## src/rtl/cache_fa_param_if.sv

```systemverilog
// Fetch-side and main-memory-side signals of the fully-associative instruction cache.
// The cache is the slave; the pipeline/memory environment is the master.
interface cache_fa_param_if;
  logic [31:0] PC;
  logic        Req;
  logic        HitWrite;
  logic [31:0] Data_Cache;
  logic        MM_Req;
  logic [31:0] MM_Addr;
  logic        MM_Ack;
  logic [31:0] Data_MM;
  logic [19:0] CNT_HIT;
  logic [19:0] CNT_MISS;

  modport master (
    output PC, Req, MM_Ack, Data_MM,
    input  HitWrite, Data_Cache, MM_Req, MM_Addr, CNT_HIT, CNT_MISS
  );

  modport slave (
    input  PC, Req, MM_Ack, Data_MM,
    output HitWrite, Data_Cache, MM_Req, MM_Addr, CNT_HIT, CNT_MISS
  );
endinterface

```

## src/rtl/cache_fa_param.sv

```systemverilog
// Parametrised fully-associative instruction cache with multi-word blocks,
// FIFO or LFSR replacement and a req/ack block-fill state machine.
module cache_fa_param #(
  parameter int          LINES     = 8,
  parameter int          WORDS     = 1,
  parameter int          POLICY    = 0,
  parameter logic [15:0] LFSR_SEED = 16'hACE1
) (
  input  logic            CLK,
  input  logic            RESET,
  cache_fa_param_if.slave bus
);

  localparam int OFF   = $clog2(WORDS);
  localparam int IDX   = $clog2(LINES);
  localparam int TAG_W = 30 - OFF;
  localparam int AW    = IDX + OFF;

  typedef enum logic [1:0] {IDLE, FILL, RESP} state_t;

  state_t             state_q;
  logic [LINES-1:0]   valid_q;
  logic [TAG_W-1:0]   tag_mem  [LINES];
  logic [31:0]        data_mem [LINES*WORDS];
  logic [31:0]        fbuf     [8];
  logic [TAG_W-1:0]   req_tag_q;
  logic [3:0]         req_wsel_q;
  logic [3:0]         beat_q;
  logic [IDX-1:0]     victim_q;
  logic [IDX-1:0]     fifo_q;
  logic [15:0]        lfsr_q;
  logic [31:0]        data_q;
  logic [19:0]        cnt_hit_q;
  logic [19:0]        cnt_miss_q;

  logic [TAG_W-1:0]   pc_tag;
  logic [3:0]         pc_wsel;
  logic               hit_any;
  logic [IDX-1:0]     hit_line;
  logic               inv_any;
  logic [IDX-1:0]     inv_line;
  logic [IDX-1:0]     victim;
  logic               lookup_hit;
  logic               miss_start;
  logic               last_beat;
  logic               fill_done;
  logic [31:0]        hit_word;
  logic [31:0]        resp_word;
  logic               unused_pc;

  function automatic logic [19:0] sat_inc(input logic [19:0] c);
    return (c == 20'hFFFFF) ? c : c + 20'd1;
  endfunction

  // Fibonacci LFSR, taps 16,14,13,11
  function automatic logic [15:0] lfsr_next(input logic [15:0] l);
    return {l[14:0], l[15] ^ l[13] ^ l[12] ^ l[10]};
  endfunction

  function automatic logic [AW-1:0] widx(input logic [IDX-1:0] line, input logic [3:0] w);
    return AW'(line) * AW'(WORDS) + AW'(w);
  endfunction

  assign pc_tag    = bus.PC[31:OFF+2];
  assign pc_wsel   = bus.PC[5:2] & 4'(WORDS - 1);
  assign unused_pc = ^bus.PC[1:0];

  // Tag search; the descending loop leaves the lowest invalid line selected.
  always_comb begin
    hit_any  = 1'b0;
    hit_line = '0;
    inv_any  = 1'b0;
    inv_line = '0;
    for (int i = LINES - 1; i >= 0; i--) begin
      if (valid_q[IDX'(i)] && (tag_mem[IDX'(i)] == pc_tag)) begin
        hit_any  = 1'b1;
        hit_line = IDX'(i);
      end
      if (!valid_q[IDX'(i)]) begin
        inv_any  = 1'b1;
        inv_line = IDX'(i);
      end
    end
  end

  assign victim     = inv_any ? inv_line : ((POLICY == 1) ? lfsr_q[IDX-1:0] : fifo_q);
  assign lookup_hit = (state_q == IDLE) && bus.Req && hit_any;
  assign miss_start = (state_q == IDLE) && bus.Req && !hit_any;
  assign last_beat  = (beat_q == 4'(WORDS - 1));
  assign fill_done  = (state_q == FILL) && bus.MM_Ack && last_beat;
  assign hit_word   = data_mem[widx(hit_line, pc_wsel)];
  // The final beat is not yet in the fill buffer when the line is committed.
  assign resp_word  = (req_wsel_q == beat_q) ? bus.Data_MM : fbuf[req_wsel_q[2:0]];

  assign bus.HitWrite   = lookup_hit || (state_q == RESP);
  assign bus.Data_Cache = lookup_hit ? hit_word : data_q;
  assign bus.MM_Req     = (state_q == FILL);
  assign bus.MM_Addr    = (state_q == FILL) ?
                          ({req_tag_q, {(OFF+2){1'b0}}} | {26'd0, beat_q, 2'b00}) : 32'd0;
  assign bus.CNT_HIT    = cnt_hit_q;
  assign bus.CNT_MISS   = cnt_miss_q;

  always_ff @(posedge CLK) begin
    if (RESET) begin
      state_q    <= IDLE;
      valid_q    <= '0;
      fifo_q     <= '0;
      lfsr_q     <= LFSR_SEED;
      beat_q     <= '0;
      data_q     <= '0;
      cnt_hit_q  <= '0;
      cnt_miss_q <= '0;
    end else begin
      lfsr_q <= lfsr_next(lfsr_q);
      case (state_q)
        IDLE: begin
          if (lookup_hit) begin
            cnt_hit_q <= sat_inc(cnt_hit_q);
            data_q    <= hit_word;
          end else if (miss_start) begin
            cnt_miss_q <= sat_inc(cnt_miss_q);
            beat_q     <= '0;
            if (!inv_any && (POLICY == 0)) fifo_q <= fifo_q + 1'b1;
            state_q    <= FILL;
          end
        end
        FILL: begin
          if (bus.MM_Ack) begin
            beat_q <= beat_q + 4'd1;
            if (last_beat) begin
              valid_q[victim_q] <= 1'b1;
              data_q            <= resp_word;
              state_q           <= RESP;
            end
          end
        end
        RESP:    state_q <= IDLE;
        default: state_q <= IDLE;
      endcase
    end
  end

  // Line storage and miss context; visibility is governed by valid_q alone.
  always_ff @(posedge CLK) begin
    if (miss_start) begin
      req_tag_q  <= pc_tag;
      req_wsel_q <= pc_wsel;
      victim_q   <= victim;
    end
    if ((state_q == FILL) && bus.MM_Ack) fbuf[beat_q[2:0]] <= bus.Data_MM;
    if (fill_done) begin
      tag_mem[victim_q] <= req_tag_q;
      for (int w = 0; w < WORDS; w++) begin
        data_mem[widx(victim_q, 4'(w))] <= (4'(w) == beat_q) ? bus.Data_MM : fbuf[3'(w)];
      end
    end
  end

endmodule

```

## src/flat_wrapper.sv

```systemverilog
// flat-port wrapper written by rule: the top's interface ports become plain ports
module cache_fa_param_flat 
#(
  parameter int          LINES     = 8,
  parameter int          WORDS     = 1,
  parameter int          POLICY    = 0,
  parameter logic [15:0] LFSR_SEED = 16'hACE1
)
  (CLK, RESET, bus_PC, bus_Req, bus_MM_Ack, bus_Data_MM, bus_HitWrite, bus_Data_Cache, bus_MM_Req, bus_MM_Addr, bus_CNT_HIT, bus_CNT_MISS);
  cache_fa_param_if bus_i ();
  input  logic CLK;
  input  logic RESET;
  input wire logic [$bits(bus_i.PC)-1:0] bus_PC;
  input wire logic [$bits(bus_i.Req)-1:0] bus_Req;
  input wire logic [$bits(bus_i.MM_Ack)-1:0] bus_MM_Ack;
  input wire logic [$bits(bus_i.Data_MM)-1:0] bus_Data_MM;
  output wire logic [$bits(bus_i.HitWrite)-1:0] bus_HitWrite;
  output wire logic [$bits(bus_i.Data_Cache)-1:0] bus_Data_Cache;
  output wire logic [$bits(bus_i.MM_Req)-1:0] bus_MM_Req;
  output wire logic [$bits(bus_i.MM_Addr)-1:0] bus_MM_Addr;
  output wire logic [$bits(bus_i.CNT_HIT)-1:0] bus_CNT_HIT;
  output wire logic [$bits(bus_i.CNT_MISS)-1:0] bus_CNT_MISS;
  assign bus_i.PC = bus_PC;
  assign bus_i.Req = bus_Req;
  assign bus_i.MM_Ack = bus_MM_Ack;
  assign bus_i.Data_MM = bus_Data_MM;
  assign bus_HitWrite = bus_i.HitWrite;
  assign bus_Data_Cache = bus_i.Data_Cache;
  assign bus_MM_Req = bus_i.MM_Req;
  assign bus_MM_Addr = bus_i.MM_Addr;
  assign bus_CNT_HIT = bus_i.CNT_HIT;
  assign bus_CNT_MISS = bus_i.CNT_MISS;
  cache_fa_param #(.LINES(LINES), .WORDS(WORDS), .POLICY(POLICY), .LFSR_SEED(LFSR_SEED)) u_core (.CLK(CLK), .RESET(RESET), .bus(bus_i));
endmodule
```

## config.mk

```make
export PLATFORM = sky130hd
export DESIGN_NAME = cache_fa_param_flat
export DESIGN_NICKNAME = d
export VERILOG_FILES = /design/src/rtl/cache_fa_param_if.sv /design/src/rtl/cache_fa_param.sv /design/src/flat_wrapper.sv
export SDC_FILE = /design/constraint.sdc
export NUM_CORES = 1
export LEC_CHECK = 0
export ABC_CLOCK_PERIOD_IN_PS = 6650
export CORE_ASPECT_RATIO = 0.9
export CORE_UTILIZATION = 25
export CTS_BUF_LIST = sky130_fd_sc_hd__clkbuf_2
export DETAILED_ROUTE_END_ITERATION = 12
export GPL_ROUTABILITY_DRIVEN = 0
export PLACE_DENSITY = 0.46
export SLEW_MARGIN = 10
export SYNTH_ARGS = -nofsm -noshare
export SYNTH_HDL_FRONTEND = slang
export SYNTH_SLANG_ARGS = --single-unit
```

## constraint.sdc

```tcl
create_clock -name CLK -period 6.65 [get_ports CLK]
set_input_delay 1.6625 -clock CLK [delete_from_list [all_inputs] [get_ports CLK]]
set_output_delay 1.6625 -clock CLK [all_outputs]
set_load 0.03 [all_outputs]
```

==> impl_metrics.prom <==
# TYPE chip_impl_metric gauge
chip_impl_info{name="outcome",value="complete, no violations"} 1
chip_impl_info{name="worst-setup-path-type",value="primary input to output port"} 1
chip_impl_metric{name="numClockSinks",unit=""} 394
chip_impl_info{name="synth_area_leaders",value="sky130_fd_sc_hd__edfxtp_1 54%, sky130_fd_sc_hd__dfxtp_1 9.4%, sky130_fd_sc_hd__xnor2_1 4.5%, sky130_fd_sc_hd__a2111oi_2 2.6%, sky130_fd_sc_hd__mux2_2 2.1%"} 1
chip_impl_metric{name="placedInstanceArea",unit="um2"} 21500
chip_impl_metric{name="global_route_wire_length_before_repair",unit="um"} 81100
chip_impl_metric{name="initial_core_util",unit=""} 0.254
chip_impl_metric{name="placement_rows",unit=""} 91
chip_impl_metric{name="timing.hold.ws",unit="ps"} 484
chip_impl_metric{name="synthArstFlopShare",unit=""} 0
chip_impl_info{name="worstSetupStartpoint",value="bus_PC[23]"} 1
chip_impl_info{name="clock-root-buffer",value="sky130_fd_sc_hd__clkbuf_2"} 1
chip_impl_info{name="hold_path_class",value="flop to flop"} 1
chip_impl_metric{name="fin_area",unit="um2"} 22800
chip_impl_metric{name="area.growth.synth_to_final",unit="%"} 30.6
chip_impl_metric{name="drt_pass1_iterations",unit=""} 5
chip_impl_metric{name="max_slew_margin_vs_limit",unit=""} 0.238
chip_impl_info{name="mostFrequentLayoutCell",value="sky130_fd_sc_hd__edfxtp_1"} 1
chip_impl_metric{name="drc",unit=""} 0
chip_impl_metric{name="design.die.area",unit="um2"} 71000
chip_impl_info{name="unrepaired_setup_endpoints_after_global_routing",value="false"} 1
chip_impl_metric{name="layoutNonFillerInstCount",unit=""} 2739
chip_impl_info{name="postSynth.topFlopCell",value="sky130_fd_sc_hd__edfxtp_1"} 1
chip_impl_metric{name="timing.final.crit_share",unit=""} 0.985
chip_impl_metric{name="grt_antenna_before_repair",unit=""} 2
chip_impl_metric{name="finalWirelength",unit="um"} 54700
chip_impl_metric{name="vias_in_the_first_global_route",unit=""} 12800
chip_impl_metric{name="layout_min_cycle_time",unit="ps"} 6550
chip_impl_metric{name="tritoncts.num_buffers",unit=""} 107
chip_impl_metric{name="ys_ff_latch",unit=""} 394
chip_impl_info{name="worst_setup_path_start_kind",value="primary input"} 1
chip_impl_metric{name="num_ports",unit=""} 174
chip_impl_metric{name="port-buffer-count",unit=""} 169
chip_impl_metric{name="synthDominantCellAreaShare",unit=""} 0.536
chip_impl_metric{name="area_inside_the_core_boundary",unit="um2"} 68900
chip_impl_metric{name="fillCellCount",unit=""} 6939
chip_impl_metric{name="seq_area_frac_synth",unit=""} 0.630
chip_impl_metric{name="synth_area_per_cell",unit="um2"} 12.7
chip_impl_metric{name="avgRoutedWirePerCell",unit="um"} 20.0
chip_impl_info{name="synth_area_leader_cell",value="sky130_fd_sc_hd__edfxtp_1"} 1
chip_impl_info{name="worstHoldStart",value="u_core.valid_q[2]$_SDFFE_PP0P_"} 1
chip_impl_metric{name="grt_remaining_overflow",unit=""} 0
chip_impl_metric{name="post_cts_hold_buffer_count",unit=""} 0
chip_impl_metric{name="tightest_slew",unit="ps"} 1140
chip_impl_metric{name="setup_tns",unit="ps"} 0
chip_impl_metric{name="ir_drop",unit="V"} 0.0000931
chip_impl_metric{name="cap_violations",unit=""} 0
chip_impl_metric{name="netlist_area",unit="um2"} 17500
chip_impl_metric{name="yosysUniqueCellTypes",unit=""} 60
chip_impl_metric{name="drt_iter0_markers",unit=""} 713
chip_impl_metric{name="power_density",unit="nW/um2"} 227
chip_impl_metric{name="timing.final.setup_violations",unit=""} 0
chip_impl_metric{name="report.final.hold_viol_count",unit=""} 0
chip_impl_metric{name="postSynthCellCount",unit=""} 1375
chip_impl_info{name="timing.critical_path.to_type",value="output port"} 1
chip_impl_metric{name="die_x",unit="um"} 281
chip_impl_metric{name="ctsHtreeMaxLevel",unit=""} 3
chip_impl_metric{name="grt_start_max_net_pins",unit=""} 68
chip_impl_metric{name="path_max_fanout",unit=""} 7
chip_impl_info{name="most-common-layout-cells",value="312 x sky130_fd_sc_hd__edfxtp_1, 165 x sky130_fd_sc_hd__clkbuf_2, 129 x sky130_fd_sc_hd__clkdlybuf4s50_1, 126 x sky130_fd_sc_hd__buf_4, 87 x sky130_fd_sc_hd__inv_1"} 1
chip_impl_metric{name="synth_enable_flop_cells",unit=""} 312
chip_impl_metric{name="post_drt_via_cell_ratio",unit=""} 4.59
chip_impl_metric{name="deepest_clock_path_buffer_count",unit=""} 3
chip_impl_metric{name="path_clk_slew",unit="ps"} 90
chip_impl_info{name="tritoncts",value="yes"} 1
chip_impl_metric{name="floorplan.die.height",unit="um"} 253
chip_impl_metric{name="gr-usage-all-layers",unit=""} 0.154
chip_impl_metric{name="worstSkewPairLatency",unit="ps"} 1160
chip_impl_metric{name="static-leakage-power",unit="nW"} 8.09
chip_impl_info{name="reg2reg_from",value="u_core.tag_mem[3][3]$_DFFE_PP_"} 1
chip_impl_metric{name="max_clock_freq",unit="MHz"} 153
chip_impl_metric{name="worst_clock_skew",unit="ps"} 109
chip_impl_metric{name="design.final.nets",unit=""} 1784
chip_impl_metric{name="signal_arrival_time_at_the_worst_endpoint",unit="ps"} 4890
chip_impl_metric{name="dp.final_hpwl",unit="um"} 34600
chip_impl_metric{name="synth.yosys.warnings",unit=""} 0
chip_impl_metric{name="cp_data_required_time",unit="ps"} 4990
chip_impl_metric{name="post-place-cells",unit=""} 2531
chip_impl_metric{name="final_max_slew_viol_count",unit=""} 0
chip_impl_metric{name="routed_via_count",unit=""} 12600
chip_impl_metric{name="drive_gt1_frac",unit=""} 0.271
chip_impl_metric{name="ant_nets",unit=""} 0
final cells by class:
cell class | count | area (um2) | area share
well taps | 930 | 1160 | 0.0510
multi-input cells | 814 | 6030 | 0.264
repair buffers | 307 | 3210 | 0.141
diodes | 5 | 12.5 | 0.000548
clock inverters | 36 | 234 | 0.0103
inverters | 88 | 330 | 0.0145
flip-flops and latches | 394 | 11000 | 0.483
clock buffers | 165 | 826 | 0.0362
metrics by stage:
| step | util | total power, mW | setup WS (ps) |
|---|---|---|---|
| 5_1_grt | 0.331 | 5.45 | 1.30 |
| 2_1_floorplan | - | 3.08 | 4.79 |
| 6_report | 0.331 | 5.19 | 97.7 |
| 3_5_place_dp | 0.312 | 3.38 | -72.1 |
| 3_3_place_gp | 0.312 | 3.37 | -79.0 |
| 4_1_cts | 0.329 | 5.30 | 3.27 |
worst max-delay path, cell delays in order:
cell	delay (ps)
sky130_fd_sc_hd__clkdlybuf4s50_1	480
sky130_fd_sc_hd__xor2_2	220
sky130_fd_sc_hd__or4_1	480
sky130_fd_sc_hd__or4_4	610
sky130_fd_sc_hd__o211ai_4	220
sky130_fd_sc_hd__buf_4	160
sky130_fd_sc_hd__clkbuf_16	150
sky130_fd_sc_hd__buf_4	100
sky130_fd_sc_hd__nor2_1	40
sky130_fd_sc_hd__a2111oi_2	280
sky130_fd_sc_hd__a21boi_1	200
sky130_fd_sc_hd__inv_1	140
sky130_fd_sc_hd__buf_12	120
synth_stat cells, types with 8 or more instances:
cell and number:
sky130_fd_sc_hd__or3_1 22, sky130_fd_sc_hd__edfxtp_1 312, sky130_fd_sc_hd__or4_1 10, sky130_fd_sc_hd__clkbuf_1 63, sky130_fd_sc_hd__xor2_1 40, sky130_fd_sc_hd__o21ai_0 23, sky130_fd_sc_hd__or2_2 34, sky130_fd_sc_hd__nor2_1 69
sky130_fd_sc_hd__and2_1 34, sky130_fd_sc_hd__inv_1 87, sky130_fd_sc_hd__nand2_1 50, sky130_fd_sc_hd__a21oi_1 59, sky130_fd_sc_hd__nor3_1 8, sky130_fd_sc_hd__dfxtp_1 82, sky130_fd_sc_hd__o21bai_1 31, sky130_fd_sc_hd__and3_1 9
sky130_fd_sc_hd__a22oi_1 32, sky130_fd_sc_hd__nor4_1 47, sky130_fd_sc_hd__o32ai_1 32, sky130_fd_sc_hd__a21boi_1 30, sky130_fd_sc_hd__nand4_1 57, sky130_fd_sc_hd__a2111oi_2 30, sky130_fd_sc_hd__xnor2_1 90, sky130_fd_sc_hd__mux2_2 33
sky130_fd_sc_hd__nand3_1 20, sky130_fd_sc_hd__buf_2 11
per-layer routing:
layer,vias to the layer above,GRT usage,part of all wire
met5,-,0,0
met4,0,0.0540,0.023
met3,98,0.0364,0.052
met2,322,0.235,0.45
met1,6261,0.212,0.48
li1,5904,-,-
registers in the layout, summed over array words and instances (netlist names):
name,cells
u_core.bus.CNT_MISS,20
u_core.valid_q,4
u_core.req_tag_q,30
u_core.tag_mem,120
u_core.data_mem,128
u_core.victim_q,2
u_core.state_q,2
u_core.data_q,32
u_core.fbuf,32
u_core.bus.CNT_HIT,20
u_core.beat_q,4
worst paths after layout:
check             cells past startpoint                             endpoint  slack [ps]
setup / recovery                     13                    bus_Data_Cache[9]         100
hold / removal                        2       u_core.valid_q[2]$_SDFFE_PP0P_         480
setup reg to reg                     11  u_core.bus.CNT_MISS[7]$_SDFFE_PP0P_        2720
hold reg to reg                       2       u_core.valid_q[2]$_SDFFE_PP0P_         480
timing repair:
| item | CTS | global route |
|---|---|---|
| hold endpoints to repair | 0 | 0 |
| buffers inserted | 0 | 1 |
| gates resized for setup | 13 | 19 |
| pin swaps | 3 | 12 |
| endpoints found under the setup margin | 25 | 32 |
| cloned | 0 | 1 |
kinds of logic (layout without fill, tap and decap cells):
group,count (synthesis),in the layout,share of synthesized area
AOI/OAI and AO/OA,260,260,0.116
and+or+nand+nor,384,384,0.124
adders and majority gates,4,4,0.00286
DFF,394,394,0.630
other,1,7,0.000215
xor gates and xnor gates,130,130,0.0652
muxes,34,34,0.0218
buffers and inverters,168,596,0.0390
report_power, final:
group	leakage (nW)	switching (mW)	internal (mW)
Sequential	3.50	0.0400	2.73
Clock	0.789	1.08	0.784
Combinational	3.80	0.309	0.238
Total	8.09	1.43	3.75
Note: power is estimated with default switching activity, not from simulation.
